### src/rtl/modulo_debounce_botoes_pkg.sv
// -----------------------------------------------------------------------------
// modulo_debounce_botoes_pkg
// Shared definitions for the push-button debouncer:
//   - estado_t : per-channel FSM state encoding
//   - TEMPO_ESTAVEL_50MHZ : default confirmation window (10 ms at 50 MHz)
//   - CONT_W_PADRAO : default counter width able to hold that window
// -----------------------------------------------------------------------------
package modulo_debounce_botoes_pkg;

  typedef enum logic [1:0] {
    SOLTO        = 2'b00,  // released, idle
    CONF_PRESS   = 2'b01,  // candidate press, counting stable samples
    PRESSIONADO  = 2'b10,  // pressed, accepted
    CONF_SOLTURA = 2'b11   // candidate release, counting stable samples
  } estado_t;

  localparam int TEMPO_ESTAVEL_50MHZ = 500000;
  localparam int CONT_W_PADRAO       = 19;

  // Debounced level is asserted while the key is considered held, including
  // while a release is still being confirmed.
  function automatic logic nivel_de(input estado_t e);
    return (e == PRESSIONADO) || (e == CONF_SOLTURA);
  endfunction

endpackage

### src/rtl/modulo_debounce_botoes_canal.sv
// -----------------------------------------------------------------------------
// modulo_debounce_canal
// One debounce channel: 2-FF synchroniser, confirmation FSM with counter and
// three registered outputs.
// Ports:
//   clk         in  board clock, rising edge
//   clr         in  asynchronous active-high reset
//   botao_in    in  raw key, asynchronous to clk
//   nivel_out   out debounced level (1 = pressed)
//   pulso_out   out one-clk pulse per accepted press
//   soltura_out out one-clk pulse per accepted release
//   estado_dbg  out current FSM state, for observation only
// -----------------------------------------------------------------------------
module modulo_debounce_canal
  import modulo_debounce_botoes_pkg::*;
#(
  parameter int TEMPO_ESTAVEL = TEMPO_ESTAVEL_50MHZ,
  parameter int ATIVO_BAIXO   = 1,
  parameter int CONT_W        = CONT_W_PADRAO
) (
  input  logic    clk,
  input  logic    clr,
  input  logic    botao_in,
  output logic    nivel_out,
  output logic    pulso_out,
  output logic    soltura_out,
  output estado_t estado_dbg
);

  if (TEMPO_ESTAVEL < 2) begin : g_err_tempo
    $error("TEMPO_ESTAVEL must be at least 2");
  end
  if ((longint'(1) << CONT_W) <= longint'(TEMPO_ESTAVEL)) begin : g_err_cont
    $error("CONT_W too narrow for TEMPO_ESTAVEL");
  end

  // Raw value of an idle key; also the value the synchroniser resets to.
  localparam logic L_REPOUSO = (ATIVO_BAIXO != 0);
  localparam logic [CONT_W-1:0] L_CNT_MAX = CONT_W'(TEMPO_ESTAVEL - 1);
  localparam logic [CONT_W-1:0] L_UM      = CONT_W'(1);

  logic              r_sync1, r_sync2;
  estado_t           r_estado, w_estado_prox;
  logic [CONT_W-1:0] r_cnt, w_cnt_prox;
  logic              r_nivel, r_pulso, r_soltura;
  logic              w_pulso_prox, w_soltura_prox;
  logic              w_p;

  always_ff @(posedge clk or posedge clr) begin
    if (clr) begin
      r_sync1 <= L_REPOUSO;
      r_sync2 <= L_REPOUSO;
    end else begin
      r_sync1 <= botao_in;
      r_sync2 <= r_sync1;
    end
  end

  // Normalised sample: 1 means pressed regardless of key polarity.
  assign w_p = r_sync2 ^ L_REPOUSO;

  always_ff @(posedge clk or posedge clr) begin
    if (clr) begin
      r_estado  <= SOLTO;
      r_cnt     <= '0;
      r_nivel   <= 1'b0;
      r_pulso   <= 1'b0;
      r_soltura <= 1'b0;
    end else begin
      r_estado  <= w_estado_prox;
      r_cnt     <= w_cnt_prox;
      // Outputs follow the next state so they line up with the state change.
      r_nivel   <= nivel_de(w_estado_prox);
      r_pulso   <= w_pulso_prox;
      r_soltura <= w_soltura_prox;
    end
  end

  always_comb begin
    w_estado_prox  = r_estado;
    w_cnt_prox     = r_cnt;
    w_pulso_prox   = 1'b0;
    w_soltura_prox = 1'b0;
    case (r_estado)
      SOLTO: begin
        if (w_p) begin
          w_estado_prox = CONF_PRESS;
          w_cnt_prox    = L_UM;
        end else begin
          w_cnt_prox    = '0;
        end
      end
      CONF_PRESS: begin
        if (!w_p) begin
          // Bounce: drop the candidate press entirely.
          w_estado_prox = SOLTO;
          w_cnt_prox    = '0;
        end else if (r_cnt == L_CNT_MAX) begin
          w_estado_prox = PRESSIONADO;
          w_cnt_prox    = '0;
          w_pulso_prox  = 1'b1;
        end else begin
          w_cnt_prox    = r_cnt + L_UM;
        end
      end
      PRESSIONADO: begin
        if (!w_p) begin
          w_estado_prox = CONF_SOLTURA;
          w_cnt_prox    = L_UM;
        end
      end
      CONF_SOLTURA: begin
        if (w_p) begin
          w_estado_prox  = PRESSIONADO;
          w_cnt_prox     = '0;
        end else if (r_cnt == L_CNT_MAX) begin
          w_estado_prox  = SOLTO;
          w_cnt_prox     = '0;
          w_soltura_prox = 1'b1;
        end else begin
          w_cnt_prox     = r_cnt + L_UM;
        end
      end
      default: begin
        w_estado_prox = SOLTO;
        w_cnt_prox    = '0;
      end
    endcase
  end

  assign nivel_out   = r_nivel;
  assign pulso_out   = r_pulso;
  assign soltura_out = r_soltura;
  assign estado_dbg  = r_estado;

endmodule

### src/rtl/modulo_debounce_botoes.sv
// -----------------------------------------------------------------------------
// modulo_debounce_botoes
// Debounces NUM_BOTOES independent board keys.
// Ports:
//   clk         in  50 MHz board clock, rising edge
//   clr         in  asynchronous active-high reset
//   botao_in    in  [NUM_BOTOES] raw keys
//   nivel_out   out [NUM_BOTOES] debounced levels (1 = pressed)
//   pulso_out   out [NUM_BOTOES] one-clk press pulses
//   soltura_out out [NUM_BOTOES] one-clk release pulses
//   estado_dbg  out [2*NUM_BOTOES] FSM state per channel, channel i at [2i+1:2i]
// -----------------------------------------------------------------------------
module modulo_debounce_botoes
  import modulo_debounce_botoes_pkg::*;
#(
  parameter int NUM_BOTOES    = 2,
  parameter int TEMPO_ESTAVEL = TEMPO_ESTAVEL_50MHZ,
  parameter int ATIVO_BAIXO   = 1,
  parameter int CONT_W        = CONT_W_PADRAO
) (
  input  logic                    clk,
  input  logic                    clr,
  input  logic [NUM_BOTOES-1:0]   botao_in,
  output logic [NUM_BOTOES-1:0]   nivel_out,
  output logic [NUM_BOTOES-1:0]   pulso_out,
  output logic [NUM_BOTOES-1:0]   soltura_out,
  output logic [2*NUM_BOTOES-1:0] estado_dbg
);

  for (genvar i = 0; i < NUM_BOTOES; i++) begin : g_canal
    estado_t w_estado;

    modulo_debounce_canal #(
      .TEMPO_ESTAVEL (TEMPO_ESTAVEL),
      .ATIVO_BAIXO   (ATIVO_BAIXO),
      .CONT_W        (CONT_W)
    ) u_canal (
      .clk         (clk),
      .clr         (clr),
      .botao_in    (botao_in[i]),
      .nivel_out   (nivel_out[i]),
      .pulso_out   (pulso_out[i]),
      .soltura_out (soltura_out[i]),
      .estado_dbg  (w_estado)
    );

    assign estado_dbg[2*i +: 2] = w_estado;
  end

endmodule

### config.mk
export PLATFORM = sky130hd
export DESIGN_NAME = modulo_debounce_botoes
export DESIGN_NICKNAME = d
export VERILOG_FILES = /design/src/rtl/modulo_debounce_botoes_pkg.sv /design/src/rtl/modulo_debounce_botoes_canal.sv /design/src/rtl/modulo_debounce_botoes.sv
export SDC_FILE = /design/constraint.sdc
export NUM_CORES = 1
export LEC_CHECK = 0
export CORE_UTILIZATION = 50
export CTS_CLUSTER_DIAMETER = 60
export CTS_CLUSTER_SIZE = 24
export DETAILED_ROUTE_END_ITERATION = 12
export PLACE_DENSITY_LB_ADDON = 0.12
export SYNTH_ARGS = -nofsm -noshare
export SYNTH_HDL_FRONTEND = slang
export SYNTH_SLANG_ARGS = --single-unit
### constraint.sdc
create_clock -name clk -period 2.33 [get_ports clk]
set_input_delay 0.5825 -clock clk [delete_from_list [all_inputs] [get_ports clk]]
set_output_delay 0.5825 -clock clk [all_outputs]
set_load 0.02 [all_outputs]
After elaboration in Yosys (flattened, before gate mapping)
Index checks and enable logic that the tools add are counted.
- register bits: 52
- input port bits: 4
- output and inout bits: 10
- $add $sub $neg: 2
- equal/unequal tests: 14
- multiplexer cells: 36
- reductions and logical operators: 4
- operators with widths (cell ; count):
    two-way mux 19 bit ; 8
    case mux 19 bit (4 select lines) ; 2
    adder 19 x 1 -> 19 bit, second input constant ; 2
    equality test 19 bit, second input constant ; 2
    two-way mux 2 bit ; 12
    equality test 2 bit, second input constant ; 8
    case mux 2 bit (4 select lines) ; 2
    two-way mux 1 bit ; 12
    equality test 2 x 1 -> 1 bit, second input constant ; 2
    zero test 2 bit ; 2
    != test 2 x 1 -> 1 bit, second input constant ; 2
    logical OR 1 bit ; 2

Logic depth before layout (Yosys ltp)
Gate-level depths: netlist of run 1.
- word-level depth: 6
- mapped depth: 8
- gate-level depth less buffers: 6

Cells and area by module
A second synthesis of run 1 with hierarchy kept.
- cell total of the unflattened synthesis: 274
- area, all modules: 2815.2 sq um
- modules (own cells, without submodules) (module ; times used ; cells each ; area an instance (sq um)):
    modulo_debounce_canal ; 2 ; 137 ; 1407.6

Worst setup path before layout of run 1
OpenSTA, ideal clock, no wires.
- path type: reg2reg
- start: register g_canal[0].u_canal.r_cnt[5]
- end: register g_canal[0].u_canal.r_cnt[4]
- setup time: 0.121 ns
- data arrival time: 2.172 ns
- data required time: 2.209 ns
- slack: 0.037 ns
- cell stages (with the launch flop): 7
- buffers on the path: 2
- clock period less this slack: 2.293 ns
- cell sequence: dfrtp_1 -> or4_1 -> or4_4 -> o31a_1 -> buf_6 -> buf_8 -> a22o_2
- longest elaborated chain between the ends: 4
- elaborated cells between the ends (all ways): 5
- RTL lines (what ; RTL line ; source):
    from (decl) ; modulo_debounce_botoes_canal.sv:44 ; logic [CONT_W-1:0] r_cnt, w_cnt_prox;
    from (signal assigned) ; modulo_debounce_botoes_canal.sv:71 ; r_cnt <= w_cnt_prox;
    equality test 19 bit (*) ; modulo_debounce_botoes_canal.sv:98, modulo_debounce_botoes_canal.sv:116 ;
    two-way mux 19 bit (*) ; modulo_debounce_botoes_canal.sv:98, modulo_debounce_botoes_canal.sv:116 ;
    two-way mux 19 bit, on equally long branches ; modulo_debounce_botoes_canal.sv:113, modulo_debounce_botoes_canal.sv:94 ;
    case mux 19 bit (4 select lines) (*) ; modulo_debounce_botoes_canal.sv:84 ; case (r_estado)
Mark *: on every way between the ends. The rest lies on a longest branch, timed or not.
A chain may end at the register's enable or synchronous reset.

Worst setup path after layout of run 1
- start: register g_canal[0].u_canal.r_cnt[10]
- end: register g_canal[0].u_canal.r_cnt[14]
- longest elaborated chain between the ends: 4
- elaborated cells between the ends (all ways): 6
- RTL lines (what ; RTL line):
    adder 19 x 1 -> 19 bit or equality test 19 bit (tied branches) ; n/a
    two-way mux 19 bit (*) ; modulo_debounce_botoes_canal.sv:98, modulo_debounce_botoes_canal.sv:116
    two-way mux 19 bit, on equally long branches ; modulo_debounce_botoes_canal.sv:113, modulo_debounce_botoes_canal.sv:94
    case mux 19 bit (4 select lines) (*) ; modulo_debounce_botoes_canal.sv:84
Marked as above.

==> results of run 1 <==
==> sequential cells by signal, summed over array words and instances (netlist names) <==
register / cells
g_canal.u_canal.soltura_out: 2
g_canal.u_canal.r_sync1: 2
g_canal.u_canal.r_sync2: 2
g_canal.u_canal.estado_dbg: 4
g_canal.u_canal.r_cnt: 38
g_canal.u_canal.pulso_out: 2
g_canal.u_canal.nivel_out: 2
==> logic make-up (layout without fill, tap and decap cells) <==
kind of cell | Yosys count | in the layout | synth area share (%)
adders and majority gates | 2 | 2 | 0.907
muxes | 7 | 7 | 2.54
DFF | 52 | 52 | 47.3
and+or+nand+nor | 155 | 155 | 29.1
AOI/OAI and AO/OA | 48 | 48 | 12.0
xor gates and xnor gates | 8 | 8 | 2.54
buffers and inverters | 25 | 47 | 5.58
==> how the worst max path moves through the flow <==
stage / slack (ns) / to
floorplan: 0.04 / g_canal[0].u_canal.r_cnt[4]$_DFFE_PP0P_
global placement: 0.04 / g_canal[0].u_canal.r_cnt[14]$_DFFE_PP0P_
detailed placement: -0.07 / g_canal[0].u_canal.r_cnt[7]$_DFFE_PP0P_
CTS: 0.008 / g_canal[0].u_canal.r_cnt[5]$_DFFE_PP0P_
global route: -0.05 / g_canal[0].u_canal.r_cnt[8]$_DFFE_PP0P_
finish: -0.01 / g_canal[0].u_canal.r_cnt[14]$_DFFE_PP0P_
==> metal layers <==
layer  up-vias  GRT usage [%]  routed length [um]
met1      1092           29.9                2720
li1       1111              -                   -
met3         6           2.75                 192
met5         -              0                   0
met4         0           6.92                  55
met2        39           33.1                2600
==> report_power, final <==
group | leakage [nW] | internal (W) | switching, W
Clock | 0.0414 | 0.000214 | 0.000300
Combinational | 0.666 | 0.0000402 | 0.0000523
Sequential | 0.704 | 0.000914 | 0.0000121
Total | 1.41 | 0.00117 | 0.000364
==> synthesized netlist by cell type, types with 6 or more instances <==
| master | instances |
|---|---|
| mux2i_1 | 7 |
| o21ai_0 | 12 |
| nand2_1 | 42 |
| nor3_1 | 11 |
| nand4_1 | 12 |
| dfrtp_1 | 48 |
| clkbuf_1 | 8 |
| a21o_1 | 6 |
| a21oi_1 | 8 |
| and3_1 | 6 |
| nor2_1 | 15 |
| buf_4 | 7 |
| or3_1 | 12 |
| inv_1 | 6 |
| nand3_1 | 36 |
==> worst max-delay path, cell delays in order, from the launching register on <==
cell and delay [ns]:
dfrtp_1 0.40, or4_4 0.54, or4_4 0.51, o31a_4 0.41
buf_4 0.16, a22o_2 0.21
==> through the flow <==
step	worst slack (ns)	std cells	utilization, %	setup TNS (ns)
after detailed placement	-0.0679	378	57.6	-0.485
after global placement	0.0359	378	57.6	0
final	-0.0122	389	61.3	-0.0375
after floorplan	0.0372	297	-	0
after CTS	0.00805	387	60.1	0
after global routing	-0.0526	389	61.3	-0.336
==> placed cells by master, fill, tap and decap left out, types with 2 or more instances in the layout <==
| cell | instances |
|---|---|
| or4_4 | 2 |
| clkdlybuf4s50_1 | 13 |
| and2_1 | 3 |
| and3_1 | 6 |
| nand2_1 | 42 |
| or4_1 | 2 |
| a31oi_4 | 2 |
| or3_1 | 12 |
| xor2_1 | 5 |
| inv_1 | 5 |
| ha_1 | 2 |
| dfstp_2 | 4 |
| o211a_1 | 2 |
| mux2i_1 | 7 |
| nand4_1 | 12 |
| a21oi_1 | 8 |
| nor2_1 | 15 |
| buf_4 | 17 |
| nor3_1 | 10 |
| xnor2_1 | 3 |
| a22o_2 | 4 |
| buf_12 | 2 |
| clkbuf_8 | 5 |
| and4_1 | 3 |
| nand3_1 | 35 |
| dfrtp_1 | 48 |
| a22o_1 | 3 |
| o21ai_0 | 11 |
| a21o_1 | 6 |
| nand2b_1 | 2 |
| o31ai_1 | 4 |
==> layout make-up <==
cell class	instances	share of cell area [%]
inverter	6	0.706
multi-input combinational	220	42.7
clock buffer	6	2.27
clock inverter	2	0.510
timing repair buffer	33	10.2
sequential	52	40.9
tap	70	2.74
==> timing repair <==
| action | CTS | global route |
|---|---|---|
| buffers inserted | 0 | 2 |
| cloned | 1 | 0 |
| endpoints found under the hold margin | 0 | 0 |
| resized for setup | 4 | 7 |
| endpoints found under the setup margin | 10 | 15 |
| pin swaps | 1 | 9 |
==> flow_summary.toml, run 1 <==
[die]
core-area_sq_mm = 0.00520
die_y_um = 76.3
row_count = 26
die_area_sq_mm = 0.00582
io_pins = 14
die_w_um = 76.3
start_util_pct = 53.0

[finish]
final-seq-area_sq_mm = 0.00131
antennaDiodeCount = 0
multi_input_comb_area_sq_mm = 0.00136
fin_nets = 324
n_fill_cell = 455
area_growth_pct = 15.7
postLayoutCellArea_sq_mm = 0.00319
drive_above_1_share_pct = 14.4

[clock_network]
cts.sinks = 52
cts_buffers = 5
htree_levels = 2
cts.clk_slew.worst_paths_ns = 0.09
cts-root-buf = "clkbuf_8"
insertion_delay_ns = 0.31
clk_path_buf_depth = 2
cts-hold-fix-buffers = 0
cts_tree = "done"

[worst_hold_path]
holdPathEnd = "g_canal[1].u_canal.r_sync2$_DFF_PP1_"
hold_path.class = "flip-flop to flip-flop"
holdPathStages = 0
min_from = "g_canal[1].u_canal.r_sync1$_DFF_PP1_"

[timing]
min_period_over_period_pct = 101
skew_ns = 0.00466
hold_ws_ns = 0.360
finalHoldViolations = 0
rsz0062_at_grt = "true"
worst_pin_slew_ns = 1.15
finalSetupViolCount = 4
fmax_mhz = 427
final.setup.worst_slack_ns = -0.0122
period_minus_slack_ns = 2.34
slew_viol_final = 0
maxSlewHeadroom_pct = 23.3

[pwr]
finalPower_w = 0.00153
p_per_area_mw_per_mm2 = 480
ir_drop_uv = 313
power.leakage_nw = 1.41

[grt]
grt_max_degree = 36
track_usage_pct = 21.0
grt_pass1_wl_um = 9870
grt-ovfl-total = 0
grt_antenna_before_repair = 0
grt_pass1_vias = 2110

[route]
drtIter0Drc = 155
wl_per_cell_um = 14.3
vias = 2248
viasPerCell = 5.78
firstDrtPassIters = 4
drt_wl_total_um = 5560
drc = 0
final_antenna_net_count = 0

[synthesis]
ys_top_cells_by_area = "dfrtp_1 (44%), nand3_1 (6.5%), nand2_1 (5.7%)"
async_flop_share_pct = 100
synth_top_cell_by_area = "dfrtp_1"
synth-seq-cells = 52
synth_edf_count = 0
syn_inst = 297
ys_seq_area_share_pct = 47.3
synth_nets = 303
synthDistinctLibCells = 45
syn_avg_cell_area_sq_um = 9.29
synth_top_area_share_pct = 43.5
yosysWarnings = 0
synthFlopType = "dfrtp_1"
syn_area_sq_mm = 0.00276

[placement]
gp_congestion = 0.801
hpwlAfterDp_um = 3950
post_dp_cell_area_sq_mm = 0.00300
numPortBuffers = 13

[run_status]
violations = "setup timing"
status = "finished with violations"

[worst_setup_path]
path_class = "flip-flop to flip-flop"
r2r-end = "g_canal[0].u_canal.r_cnt[14]$_DFFE_PP0P_"
critPathLaunch = "g_canal[0].u_canal.r_cnt[10]$_DFFE_PP0P_"
critPathRequiredTime_ns = 2.53
startpoint_type = "flip-flop"
end_kind = "flip-flop"
r2r_cells = 5
path_max_fanout = 7
rr_startpoint = "g_canal[0].u_canal.r_cnt[10]$_DFFE_PP0P_"
r2r_setup_slack_ns = -0.01
cp.arrival_ns = 2.55

[flow_run]
maxCapViolations = 0
Power figures use the tool's default switching activity.
==> inputs of run 2 (changes only) <==
--- a/config.mk
+++ b/config.mk
@@ -10,6 +10,7 @@
 export CTS_CLUSTER_SIZE = 24
 export DETAILED_ROUTE_END_ITERATION = 12
 export PLACE_DENSITY_LB_ADDON = 0.12
+export SLEW_MARGIN = 20
 export SYNTH_ARGS = -nofsm -noshare
 export SYNTH_HDL_FRONTEND = slang
 export SYNTH_SLANG_ARGS = --single-unit
==> flow_summary.toml, run 2 (same netlist as run 1, synthesis figures left out) <==
[run_status]
status = "finished with violations"
violations = "setup timing"

[die]
io_pins = 14
die_w_um = 76.3
die_y_um = 76.3
row_count = 26
start_util_pct = 53.0
die_area_sq_mm = 0.00582
core-area_sq_mm = 0.00520

[placement]
hpwlAfterDp_um = 3950
numPortBuffers = 13
placed_cells = 378
post_dp_cell_area_sq_mm = 0.00300
gp_congestion = 0.801

[worst_setup_path]
r2r_cells = 5
startpoint_type = "flip-flop"
cp.arrival_ns = 2.54
path_max_fanout = 7
critPathRequiredTime_ns = 2.53
end_kind = "flip-flop"
path_class = "flip-flop to flip-flop"

[timing]
skew_ns = 0.00514
slew_viol_final = 0
min_period_over_period_pct = 100
fmax_mhz = 427
setup_tns_ns = -0.0242
worst_pin_slew_ns = 0.726
rsz0062_at_grt = "true"
finalSetupViolCount = 4
period_minus_slack_ns = 2.34
final.setup.worst_slack_ns = -0.00921
maxSlewHeadroom_pct = 51.6
finalHoldViolations = 0

[clock_network]
cts.clk_slew.worst_paths_ns = 0.09
cts_buffers = 5
cts_tree = "done"
htree_levels = 2
clk_path_buf_depth = 2
cts-root-buf = "clkbuf_8"
cts.sinks = 52
cts-hold-fix-buffers = 0
insertion_delay_ns = 0.31

[route]
vias = 2257
drt_wl_total_um = 5560
final_antenna_net_count = 0
firstDrtPassIters = 4
drc = 0
wl_per_cell_um = 14.3
viasPerCell = 5.80
drtIter0Drc = 154

[finish]
top_register = "g_canal.u_canal.r_cnt"
postLayoutCellArea_sq_mm = 0.00319
antennaDiodeCount = 0
area_growth_pct = 15.8
instances_no_fill = 389
final_common_cell = "dfrtp_1"
n_fill_cell = 454
largest_reg_flops = 38
drive_above_1_share_pct = 14.7
fin_nets = 324
final_cell_mix = "dfrtp_1 (48), nand2_1 (42), nand3_1 (35)"

[grt]
grt_pass1_wl_um = 9870
grt-ovfl-total = 0
grt_antenna_before_repair = 0
grt_max_degree = 36
track_usage_pct = 21.0
grt_pass1_vias = 2110

[pwr]
p_per_area_mw_per_mm2 = 480
ir_drop_uv = 313
power.leakage_nw = 1.41
finalPower_w = 0.00153

[flow_run]
maxCapViolations = 0

[worst_hold_path]
holdPathStages = 0
hold_path.class = "flip-flop to flip-flop"
[run 2: power breakdown]
| part | internal (W) | switching, W | total, W |
|---|---|---|---|
| sequential | 0.000914 | 0.0000122 | 0.000927 |
| combinational | 0.0000402 | 0.0000523 | 0.0000925 |
| clock | 0.000214 | 0.000299 | 0.000513 |
[run 2: through the flow]
step	worst slack, ns	hold slack (ns)	utilization [%]
after detailed placement	-0.0679	0.347	57.6
final	-0.00921	0.360	61.4
after CTS	0.00805	0.361	60.1
after global routing	-0.0526	0.371	61.4
after global placement	0.0359	0.346	57.6
after floorplan	0.0372	0.345	-
[run 2: cell type report]
type	instances	area, sq um	share of cell area, %
Timing Repair Buffer	33	325	10.2
Tap cell	70	87.6	2.74
Clock buffer	6	72.6	2.27
Multi-Input combinational cell	220	1360	42.7
Sequential cell	52	1310	40.9
Inverter	6	22.5	0.705
Clock inverter	2	16.3	0.509
[run 2: path summary, 6_finish.rpt]
path | from | endpoint | slack (ns)
hold / removal | g_canal[1].u_canal.r_sync1$_DFF_PP1_ | g_canal[1].u_canal.r_sync2$_DFF_PP1_ | 0.36
min in group asynchronous | clr | g_canal[1].u_canal.r_cnt[2]$_DFFE_PP0P_ | 0.56
setup reg to reg | g_canal[0].u_canal.r_cnt[10]$_DFFE_PP0P_ | g_canal[0].u_canal.r_cnt[14]$_DFFE_PP0P_ | -0.009
max in group asynchronous | clr | g_canal[0].u_canal.r_sync1$_DFF_PP1_ | 1.19
hold reg to reg | g_canal[1].u_canal.r_sync1$_DFF_PP1_ | g_canal[1].u_canal.r_sync2$_DFF_PP1_ | 0.36
setup / recovery | g_canal[0].u_canal.r_cnt[10]$_DFFE_PP0P_ | g_canal[0].u_canal.r_cnt[14]$_DFFE_PP0P_ | -0.009
[run 2: metal layers]
| metal | part of all wire [%] | GRT usage [%] | vias up |
|---|---|---|---|
| met3 | 3.2 | 2.75 | 7 |
| li1 | - | - | 1114 |
| met1 | 50 | 29.9 | 1096 |
| met4 | 1.3 | 6.92 | 0 |
| met5 | 0 | 0 | - |
| met2 | 46 | 33.1 | 40 |
[run 2: repair_timing]
| item | CTS | global route |
|---|---|---|
| buffers inserted | 0 | 2 |
| pin swaps | 1 | 10 |
| cloned | 1 | 0 |
| endpoints found under the setup margin | 10 | 15 |
| resized for setup | 4 | 7 |
[run 2: worst max-delay path, stage by stage (launching register included)]
cell and delay [ns]:
dfrtp_1 0.40, or4_4 0.54, or4_4 0.51, o31a_4 0.41
buf_4 0.16, a22o_2 0.21
==> inputs of run 3 (changes only) <==
--- a/config.mk
+++ b/config.mk
@@ -5,6 +5,7 @@
 export SDC_FILE = /design/constraint.sdc
 export NUM_CORES = 1
 export LEC_CHECK = 0
+export CORE_MARGIN = 4
 export CORE_UTILIZATION = 50
 export CTS_CLUSTER_DIAMETER = 60
 export CTS_CLUSTER_SIZE = 24
==> flow_summary.toml, run 3 (same netlist as run 1, synthesis figures left out) <==
[pwr]
ir_drop_uv = 435
p_per_area_mw_per_mm2 = 549
power.leakage_nw = 1.41
p_seq_share_pct = 53.9
finalPower_w = 0.00172
pwr-share-clk_pct = 41.3
combPwrFrac_pct = 4.8
sw_frac_of_total_pct = 20.3
intPower_w = 0.00137
switching_power_w = 0.000349

[worst_setup_path]
critPathRequiredTime_ns = 2.52
end_kind = "flip-flop"
path_max_fanout = 6
cp.arrival_ns = 2.52
path_class = "flip-flop to flip-flop"
critPathSlowestCell = "or4_4"
max_stage_delay_ns = 0.53
r2r_setup_slack_ns = 0.001
startpoint_type = "flip-flop"
path_cells = "or4_1 > or4_4 > o31a_1 > buf_4 > a22o_2"

[route]
vias = 2245
firstDrtPassIters = 4
drt_wl_total_um = 5640
drc = 0
final_antenna_net_count = 0
viasPerCell = 5.82
drtIter0Drc = 95
wl_per_cell_um = 14.6

[grt]
grt_max_degree = 53
grt-ovfl-total = 0
grt_antenna_before_repair = 0
grt_pass1_vias = 2081
grt_pass1_wl_um = 9660
track_usage_pct = 18.4

[timing]
finalSetupViolCount = 0
min_period_over_period_pct = 100
period_minus_slack_ns = 2.33
finalHoldViolations = 0
slew_viol_final = 0
worst_pin_slew_ns = 0.699
maxSlewHeadroom_pct = 53.3
hold_ws_ns = 0.360
fmax_mhz = 429
rsz0062_at_grt = "true"
skew_ns = 0.00562

[finish]
final_cell_mix = "dfrtp_1 (48), nand2_1 (42), nand3_1 (36)"
multi_input_comb_area_sq_mm = 0.00131
n_fill_cell = 462
final_common_cell = "dfrtp_1"
instances_no_fill = 386
top_register = "g_canal.u_canal.r_cnt"
fin_nets = 322
antennaDiodeCount = 0
area_growth_pct = 13.6
largest_reg_flops = 38
final-seq-area_sq_mm = 0.00131
drive_above_1_share_pct = 12.3

[die]
die_y_um = 82.3
start_util_pct = 52.7
die_w_um = 82.3
die_area_sq_mm = 0.00677
row_count = 26
core-area_sq_mm = 0.00524
io_pins = 14

[run_status]
status = "finished, final reports clean"

[clock_network]
htree_levels = 2
cts.clk_slew.worst_paths_ns = 0.09
cts-root-buf = "clkbuf_8"
cts_buffers = 5
cts.sinks = 52
cts_tree = "done"
cts-hold-fix-buffers = 0
insertion_delay_ns = 0.30
clk_path_buf_depth = 2

[worst_hold_path]
hold_path.class = "flip-flop to flip-flop"

[placement]
hpwlAfterDp_um = 3870
numPortBuffers = 13
placed_cells = 378
gp_congestion = 0.786

[flow_run]
maxCapViolations = 0
## run 3: changes by cell type in the layout (fill, tap and decap cells not counted), sizes merged
cell	before	now
bufinv	0	2
clkinv	1	0
clkbuf	6	5
buf	20	18
clkinvlp	1	0
## run 3: metal layers
layer	vias to the layer above	routed length, um	track usage [%]
li1	1114	-	-
met1	1081	2940	27.0
met2	43	2440	27.4
met3	7	189	3.36
met4	0	65	6.15
met5	-	0	0
## run 3: worst paths after layout
path | from | to | cells after the start
setup / recovery | g_canal[0].u_canal.r_cnt[9]$_DFFE_PP0P_ | g_canal[0].u_canal.r_cnt[1]$_DFFE_PP0P_ | 5
hold / removal | g_canal[0].u_canal.r_sync1$_DFF_PP1_ | g_canal[0].u_canal.r_sync2$_DFF_PP1_ | 0
setup reg to reg | g_canal[0].u_canal.r_cnt[9]$_DFFE_PP0P_ | g_canal[0].u_canal.r_cnt[1]$_DFFE_PP0P_ | 5
hold reg to reg | g_canal[0].u_canal.r_sync1$_DFF_PP1_ | g_canal[0].u_canal.r_sync2$_DFF_PP1_ | 0
max in group asynchronous | clr | g_canal[0].u_canal.r_sync1$_DFF_PP1_ | 3
min in group asynchronous | clr | g_canal[0].u_canal.r_cnt[15]$_DFFE_PP0P_ | 3
## run 3: power by group through the flow
stage / clock network [W] / registers [W] / logic (W)
after floorplan: 0 / 0.000941 / 0.0000565
after global placement: 0 / 0.000944 / 0.0000811
after detailed placement: 0 / 0.000944 / 0.0000815
after CTS: 0.000731 / 0.000927 / 0.0000832
after global routing: 0.000768 / 0.000929 / 0.0000931
final: 0.000710 / 0.000927 / 0.0000827
## run 3: area by class of cell
class                      instances  area share (%)
clock inverter                     2            1.92
timing repair buffer              31            8.98
inverter                           6           0.719
sequential                        52            41.7
clock buffer                       5            2.20
multi-input combinational        220            41.7
tap                               70            2.79
## run 3: timing repair
action                     4_1_cts  5_1_grt
pin swaps                        1        1
resized for setup                0        2
buffers inserted                 1        0
cloned                           0        0
setup endpoints to repair        6        5
## run 3: stage by stage
stage	cell area, sq um	utilization, %	worst slack, ns	TNS (ns)
global route	3130	59.8	-0.0291	-0.0508
finish	3130	59.8	0.000951	0
CTS	3120	59.6	0.00407	0
global placement	2990	57.0	0.0214	0
detailed placement	2990	57.0	-0.0507	-0.0819
floorplan	2760	-	0.0372	0
## run 3: critical path: cells and delay by family (launching register included)
| family | cells | cell delay, ns |
|---|---|---|
| and+or+nand+nor | 2 | 1.05 |
| DFF | 1 | 0.38 |
| buffers and inverters | 1 | 0.19 |
| AOI/OAI and AO/OA | 2 | 0.61 |
